**src/rtl/hilo_unit_pkg.sv**
```systemverilog
// rtl/hilo_unit_pkg.sv - shared constants and state encoding for the HI/LO unit
package hilo_unit_pkg;

    localparam int HILO_DATA_W   = 32;
    localparam int HILO_MAX_WAIT = 7;

    typedef enum logic [1:0] {
        ST_IDLE    = 2'b00,
        ST_PENDING = 2'b01,
        ST_DISCARD = 2'b10
    } hilo_state_e;

endpackage

```
**src/rtl/hilo_unit.sv**
```systemverilog
// rtl/hilo_unit.sv - architectural HI/LO registers with multiply tracking, MT ordering and MF bypass
module hilo_unit
    import hilo_unit_pkg::*;
#(
    parameter int DATA_W   = HILO_DATA_W,
    parameter int MAX_WAIT = HILO_MAX_WAIT
) (
    input  logic                clk,
    input  logic                reset,
    input  logic                mul_start,
    input  logic                mul_complete,
    input  logic [2*DATA_W-1:0] mul_result,
    input  logic                mthi_en,
    input  logic                mtlo_en,
    input  logic [DATA_W-1:0]   wdata,
    input  logic                mf_req,
    input  logic                mf_sel,
    input  logic                flush,
    output logic [DATA_W-1:0]   rdata,
    output logic                stall,
    output logic [DATA_W-1:0]   hi,
    output logic [DATA_W-1:0]   lo,
    output logic                pending,
    output logic                err_timeout
);

    localparam int CNT_W = $clog2(MAX_WAIT + 1);
    localparam logic [CNT_W-1:0] WAIT_MAX = CNT_W'(MAX_WAIT);

    hilo_state_e       state_q;
    logic [DATA_W-1:0] hi_q;
    logic [DATA_W-1:0] lo_q;
    logic              hi_own_q;
    logic              lo_own_q;
    logic [CNT_W-1:0]  wait_cnt_q;
    logic              err_q;

    always_ff @(posedge clk or posedge reset) begin
        if (reset) begin
            state_q    <= ST_IDLE;
            hi_q       <= '0;
            lo_q       <= '0;
            hi_own_q   <= 1'b0;
            lo_own_q   <= 1'b0;
            wait_cnt_q <= '0;
            err_q      <= 1'b0;
        end else begin
            case (state_q)
                ST_IDLE: begin
                    if (mul_start) begin
                        state_q    <= ST_PENDING;
                        hi_own_q   <= 1'b1;
                        lo_own_q   <= 1'b1;
                        wait_cnt_q <= '0;
                    end
                end
                ST_PENDING: begin
                    if (mul_start) begin
                        err_q <= 1'b1;
                    end
                    if (wait_cnt_q == WAIT_MAX) begin
                        err_q <= 1'b1;
                    end
                    // A completion coinciding with flush is consumed but never committed.
                    if (mul_complete) begin
                        state_q <= ST_IDLE;
                        if (!flush && hi_own_q) begin
                            hi_q <= mul_result[2*DATA_W-1:DATA_W];
                        end
                        if (!flush && lo_own_q) begin
                            lo_q <= mul_result[DATA_W-1:0];
                        end
                    end else if (flush) begin
                        state_q <= ST_DISCARD;
                    end else if (wait_cnt_q != WAIT_MAX) begin
                        wait_cnt_q <= wait_cnt_q + 1'b1;
                    end
                    if (mthi_en) begin
                        hi_own_q <= 1'b0;
                    end
                    if (mtlo_en) begin
                        lo_own_q <= 1'b0;
                    end
                end
                ST_DISCARD: begin
                    if (mul_complete) begin
                        state_q <= ST_IDLE;
                    end
                end
                default: state_q <= ST_IDLE;
            endcase
            // Placed last so an MT write overrides a same-cycle product commit.
            if (mthi_en) begin
                hi_q <= wdata;
            end
            if (mtlo_en) begin
                lo_q <= wdata;
            end
        end
    end

    logic              sel_own;
    logic              sel_mt;
    logic [DATA_W-1:0] sel_reg;
    logic [DATA_W-1:0] sel_prod;

    always_comb begin
        sel_own  = mf_sel ? hi_own_q : lo_own_q;
        sel_mt   = mf_sel ? mthi_en : mtlo_en;
        sel_reg  = mf_sel ? hi_q : lo_q;
        sel_prod = mf_sel ? mul_result[2*DATA_W-1:DATA_W] : mul_result[DATA_W-1:0];
        rdata    = '0;
        stall    = 1'b0;
        if (!reset) begin
            if (sel_mt) begin
                rdata = wdata;
            end else if (state_q == ST_PENDING && sel_own && mul_complete) begin
                rdata = sel_prod;
            end else begin
                rdata = sel_reg;
            end
            if (mf_req && !flush) begin
                stall = (state_q == ST_DISCARD) ||
                        (state_q == ST_PENDING && sel_own && !mul_complete);
            end
        end
    end

    assign hi          = hi_q;
    assign lo          = lo_q;
    assign pending     = (state_q != ST_IDLE);
    assign err_timeout = err_q;

endmodule

```
**config.mk**
```make
export PLATFORM = sky130hd
export DESIGN_NAME = hilo_unit
export DESIGN_NICKNAME = d
export VERILOG_FILES = /design/src/rtl/hilo_unit_pkg.sv /design/src/rtl/hilo_unit.sv
export SDC_FILE = /design/constraint.sdc
export NUM_CORES = 1
export LEC_CHECK = 0
export ABC_AREA = 1
export BUFFER_PORTS_ARGS = -buffer_cell sky130_fd_sc_hd__buf_4
export CORE_MARGIN = 2
export CORE_UTILIZATION = 33
export DETAILED_ROUTE_END_ITERATION = 12
export GPL_TIMING_DRIVEN = 0
export HOLD_SLACK_MARGIN = 0.02
export PLACE_DENSITY = 0.54
export SETUP_SLACK_MARGIN = 0.5
export SLEW_MARGIN = 20
export SYNTH_ARGS = -nofsm -noshare
export SYNTH_HDL_FRONTEND = slang
export SYNTH_SLANG_ARGS = --single-unit
```
**constraint.sdc**
```tcl
create_clock -name clk -period 5.35 [get_ports clk]
set_clock_uncertainty 0.05 [all_clocks]
set_input_delay 0.535 -clock clk [delete_from_list [all_inputs] [get_ports clk]]
set_output_delay 0.535 -clock clk [all_outputs]
set_load 0.05 [all_outputs]
```
; ---- Word level (Yosys, flattened, before mapping)
; Cells that the tools add are included.
[word_totals]
out_inout_bits = 99
wordCells = 79
in_bits = 105
reg_bits = 72
[classes]
eq_ne = 12
mux = 33
addsub = 1
reduce_logical = 26
[ops]
columns = op, n
row1 = $mux W32, 13
row2 = $reduce_bool A2 Y1, 9
row3 = $reduce_and A3 Y1, 5
row4 = $ne A2 B2 Y1 const B, 7
row5 = $mux W3, 4
row6 = $mux W1, 8
row7 = $mux W2, 4
row8 = $logic_and A1 B1 Y1, 6
row9 = $ne A3 B3 Y1 const B, 2
row10 = $pmux W2 S3, 1
row11 = $pmux W3 S2, 1
row12 = $reduce_and A5 Y1, 1
row13 = $pmux W1 S2, 2
row14 = $add A3 B1 Y3 const B, 1
row15 = $eq A3 B3 Y1 const B, 1
row16 = $eq A2 B1 Y1 const B, 1
row17 = $eq A2 B2 Y1 const B, 1
row18 = $logic_not A1 Y1, 2
row19 = $logic_not A2 Y1, 1
row20 = $reduce_and A2 Y1, 1
row21 = $logic_or A1 B1 Y1, 1

; ---- Depth between registers and ports, before layout
[logic_depth]
word_depth = 6
depth_mapped = 9
depth_no_buf = 8

; ---- Worst setup path after synthesis
; OpenSTA, ideal clock, no wires.
[synth_path]
path_kind = input port to output port
startpoint = in reset
endpoint = out rdata[13]
cell_stages = 4
arrival_ns = 3.946
slack_ns = 0.819
required_time_ns = 4.765
path_buffers = 1
path_cell_list = inv_1 clkbuf_1 o21ai_0 nor2_1
[synth_between]
elab_chain_len = 1
[synth_rtl]
columns = item, line_no
row1 = start: declaration, hilo_unit.sv:9  ; input logic reset,
row2 = $mux W32, hilo_unit.sv:114  ; if (!reset) begin
row3 = end: declaration, hilo_unit.sv:19  ; output logic [DATA_W-1:0] rdata,
; Every way passes these cells.

; ---- Worst setup path after layout
[layout_path]
startpoint = in mf_sel
endpoint = out rdata[24]
[layout_between]
elab_chain_len = 6
elab_cells_between_ends = 9
cone_classes = 7 x mux / 2 x reduce/logical
[layout_rtl]
columns = item, line_no
row1 = start: declaration, hilo_unit.sv:17  ; input logic mf_sel,
row2 = $mux W1, hilo_unit.sv:108  ; sel_own = mf_sel ? hi_own_q : lo_own_q;
row3 = $logic_and A1 B1 Y1 (2 in series), hilo_unit.sv:117  ; end else if (state_q == ST_PENDING && sel_own && mul_complete) begin
row4 = $mux W32, hilo_unit.sv:117
row5 = $mux W32 (*), hilo_unit.sv:115  ; if (sel_mt) begin
row6 = $mux W32 (*), hilo_unit.sv:114
; Mark *: on every way between the ends. The rest lies on a longest branch, timed or not.

==> out/summary.txt <==
die outline height - 132.0 µm
number of antenna violations at the first check in global routing - 0
final critical-path setup slack - 2.719 ns
Max Used Layer - met4
root buf cell - sky130_fd_sc_hd__clkbuf_16
Vias/cell - 5.011
Ys Warns - 0
post-layout min period - 2.631 ns
post-synthesis area per instance - 6.260 µm²
total instance count after detailed placement - 1284
post-cts gate resize count - 0
net count after synthesis - 971
critical setup path kind - in -> out
biggest area contributors in the synthesized netlist - sky130_fd_sc_hd__dfrtp_1 (33%), sky130_fd_sc_hd__nand2_1 (20%), sky130_fd_sc_hd__o21ai_0 (9.0%), sky130_fd_sc_hd__a21oi_1 (6.6%), sky130_fd_sc_hd__nor2_1 (6.5%)
class of the most critical hold timing path - in -> reg
nets@finish - 1186
Hold Buf Count CTS - 0
post-synth top area share - 0.3331
Clk network pwr share - 0.288
net switching component of the power - 1.013 mW
register area share after synthesis - 0.3331
overall overflow remaining after global route - 0
full die area - 17430 µm²
routed wire length on met2 - 10870 µm
status - complete, no violations
setup repair after global routing missed its margin - no
Max rail drop VDD - 161.8 µV
normalized max-slew margin - 0.5022
clock net sink count - 72
post-synth cell types - 25
placeable core area - 15940 µm²
iteration count of the initial detailed-routing pass - 6
detailed-route via count - 6514
number of buffers created by CTS - 9
flip-flop and latch count after synthesis - 72
crit path max fanout - 10
area growth from synthesis to layout - 39.97%
DP Wirelength - 17070 µm
final setup TNS - 0 ns
Reg power frac - 0.286
Worst Setup End Kind - output port
final hold violation count - 0
wire length of the first global-routing pass - 36540 µm
cell accounting for the most synthesized area - sky130_fd_sc_hd__dfrtp_1
detailed-route DRC error count - 0
DRC marker count from the first detailed-route iteration - 600
leakage power figure - 4.107 nW
fin crit share - 0.4918
H-tree level count - 3
pin slew with the least headroom to its limit - 0.7467 ns
Met1 Routed Length - 10440 µm
pre-CTS worst setup slack - 2.737 ns
Initial Util - 0.3393
number of pins exceeding their max-slew limit in the final report - 0
layout cell share with drive strength beyond 1 - 0.2629
buffers inserted during post-CTS setup optimization - 0
aggregate routed wire length - 23900 µm
combinational fraction of design power - 0.426
final core area utilization - 0.4749
instance count of the mapped netlist - 864
Power Internal - 1.366 mW
clock tree from TritonCTS - done
number of buffer cells added on primary ports - 202
number of setup violations in the final report - 0
count of antenna diodes in the layout - 0
num rows - 46
count of boundary I/O pins - 204
max frequency - 380.1 MHz
final standard cell count with taps included and fillers excluded - 1300
number of buffers on the longest clock path - 2
max-cap violations - 0
netlist area before placement - 5409 µm²
cell count of the worst reg-to-reg path - 7
pin count of the biggest net entering global routing - 33
required time at the worst-slack endpoint - 4.76 ns
global-route usage over all layers - 0.2722
remaining antenna violation count - 0
pwr/cell area - 314.2 nW/µm²
clock slew seen by the registers of the worst setup and hold paths - 0.06 ns
worst hold stages - 3
wire length on met3 - 2137 µm
worst path arrival time - 2.05 ns
switching part of the total - 0.4257
source-to-sink clock delay at the later pin of the worst-skew pair - 0.34 ns
GPL Wtd Cong - 0.8547
mean routed wirelength per cell - 18.38 µm
CP startpoint kind - input pin
number of global-route vias before repair - 6219
overall die width - 132.0 µm
## layer usage
metal | global-route usage | vias up
li1 | - | 3163
met2 | 0.4332 | 332
met4 | 0.07186 | 0
met1 | 0.3735 | 2980
met3 | 0.06036 | 39
met5 | 0 | -
## power groups by stage
stage | Clock, mW | Sequential [mW] | Combinational (mW)
after floorplan | 0 | 0.898 | 0.433
after global placement | 0 | 0.688 | 1.00
after detailed placement | 0 | 0.686 | 1.01
after CTS | 0.697 | 0.678 | 1.01
after global routing | 0.715 | 0.690 | 1.09
final | 0.685 | 0.680 | 1.01
## cell families after synthesis
logic type	share of synthesized area
compound gates	0.1874
buf+inv	0.1342
simple gates	0.3407
fa+ha+maj	0.004626
flops	0.3331
## state kept, by name, indices dropped and copies added, names as in the netlist
name and count:
hi_own_q 1, wait_cnt_q 3, hi 32, lo 32
state_q 2, err_timeout 1, lo_own_q 1
## area by class of cell
cell class / instances / area (µm²)
Fill cell: 1742 / 8372
Multi-Input combinational cell: 639 / 2882
Sequential cell: 72 / 1802
Timing Repair Buffer: 204 / 1556
Buffer: 58 / 372.9
Inverter: 95 / 356.6
Tap cell: 216 / 270.3
Clock buffer: 11 / 252.7
Clock inverter: 5 / 78.83
## critical path, stage by stage
cell,delay [ns]
sky130_fd_sc_hd__buf_4,0.12
sky130_fd_sc_hd__inv_2,0.12
sky130_fd_sc_hd__clkbuf_1,0.51
sky130_fd_sc_hd__nor2_1,0.08
sky130_fd_sc_hd__nor2_1,0.12
sky130_fd_sc_hd__nand4_1,0.08
sky130_fd_sc_hd__nand3_1,0.10
sky130_fd_sc_hd__nand2_1,0.06
sky130_fd_sc_hd__inv_1,0.10
sky130_fd_sc_hd__buf_4,0.21
## worst paths after layout
kind | from | endpoint | slack [ns]
worst max-delay path | mf_sel | rdata[24] | 2.72
min in group asynchronous | reset | hi[8]$_DFFE_PP0P_ | 0.42
worst max register to register | state_q[1]$_DFFE_PP0P_ | hi[18]$_DFFE_PP0P_ | 3.68
max in group asynchronous | reset | hi[18]$_DFFE_PP0P_ | 4.32
worst min register to register | err_timeout$_DFFE_PP0P_ | err_timeout$_DFFE_PP0P_ | 0.44
worst min-delay path | flush | state_q[1]$_DFFE_PP0P_ | 0.41
## cells in the mapped netlist
master                       n
sky130_fd_sc_hd__nor2_4      1
sky130_fd_sc_hd__buf_2      25
sky130_fd_sc_hd__buf_4       8
sky130_fd_sc_hd__nor2_1     93
sky130_fd_sc_hd__nand3_1    29
sky130_fd_sc_hd__inv_1      89
sky130_fd_sc_hd__o21bai_1    1
sky130_fd_sc_hd__nand2_1   288
sky130_fd_sc_hd__o21a_1     20
sky130_fd_sc_hd__clkbuf_1   13
sky130_fd_sc_hd__nand2_4     3
sky130_fd_sc_hd__o21ai_1     3
sky130_fd_sc_hd__ha_1        2
sky130_fd_sc_hd__nand2_2     4
sky130_fd_sc_hd__inv_2       6
sky130_fd_sc_hd__dfrtp_1    72
sky130_fd_sc_hd__nand3_4     1
sky130_fd_sc_hd__nor2_2      1
sky130_fd_sc_hd__o21ai_0    97
sky130_fd_sc_hd__a21oi_1    71
sky130_fd_sc_hd__nand3_2     1
sky130_fd_sc_hd__buf_6      12
sky130_fd_sc_hd__or2_2       1
sky130_fd_sc_hd__nand4_1    22
sky130_fd_sc_hd__nor2_8      1
## cell usage in the layout, fill, tap and decap left out, drive strengths merged
cell type / n
buf: 249
o21ai: 100
dfrtp: 72
ha: 2
clkbuf: 24
or2: 1
o21bai: 1
nor2: 96
nand3: 31
clkinv: 3
inv: 95
o21a: 20
a21oi: 71
nand2: 295
bufinv: 2
nand4: 22
## per-stage QoR
stage	hold WS, ns	cell area (µm²)	power, mW
6_report	0.4089	7571	2.379
5_1_grt	0.4163	7571	2.490
4_1_cts	0.4030	7571	2.389
3_5_place_dp	0.4194	7239	1.697
3_3_place_gp	0.4266	7196	1.692
2_1_floorplan	0.4070	5409	1.331
Note: power is estimated with default switching activity, not from simulation.
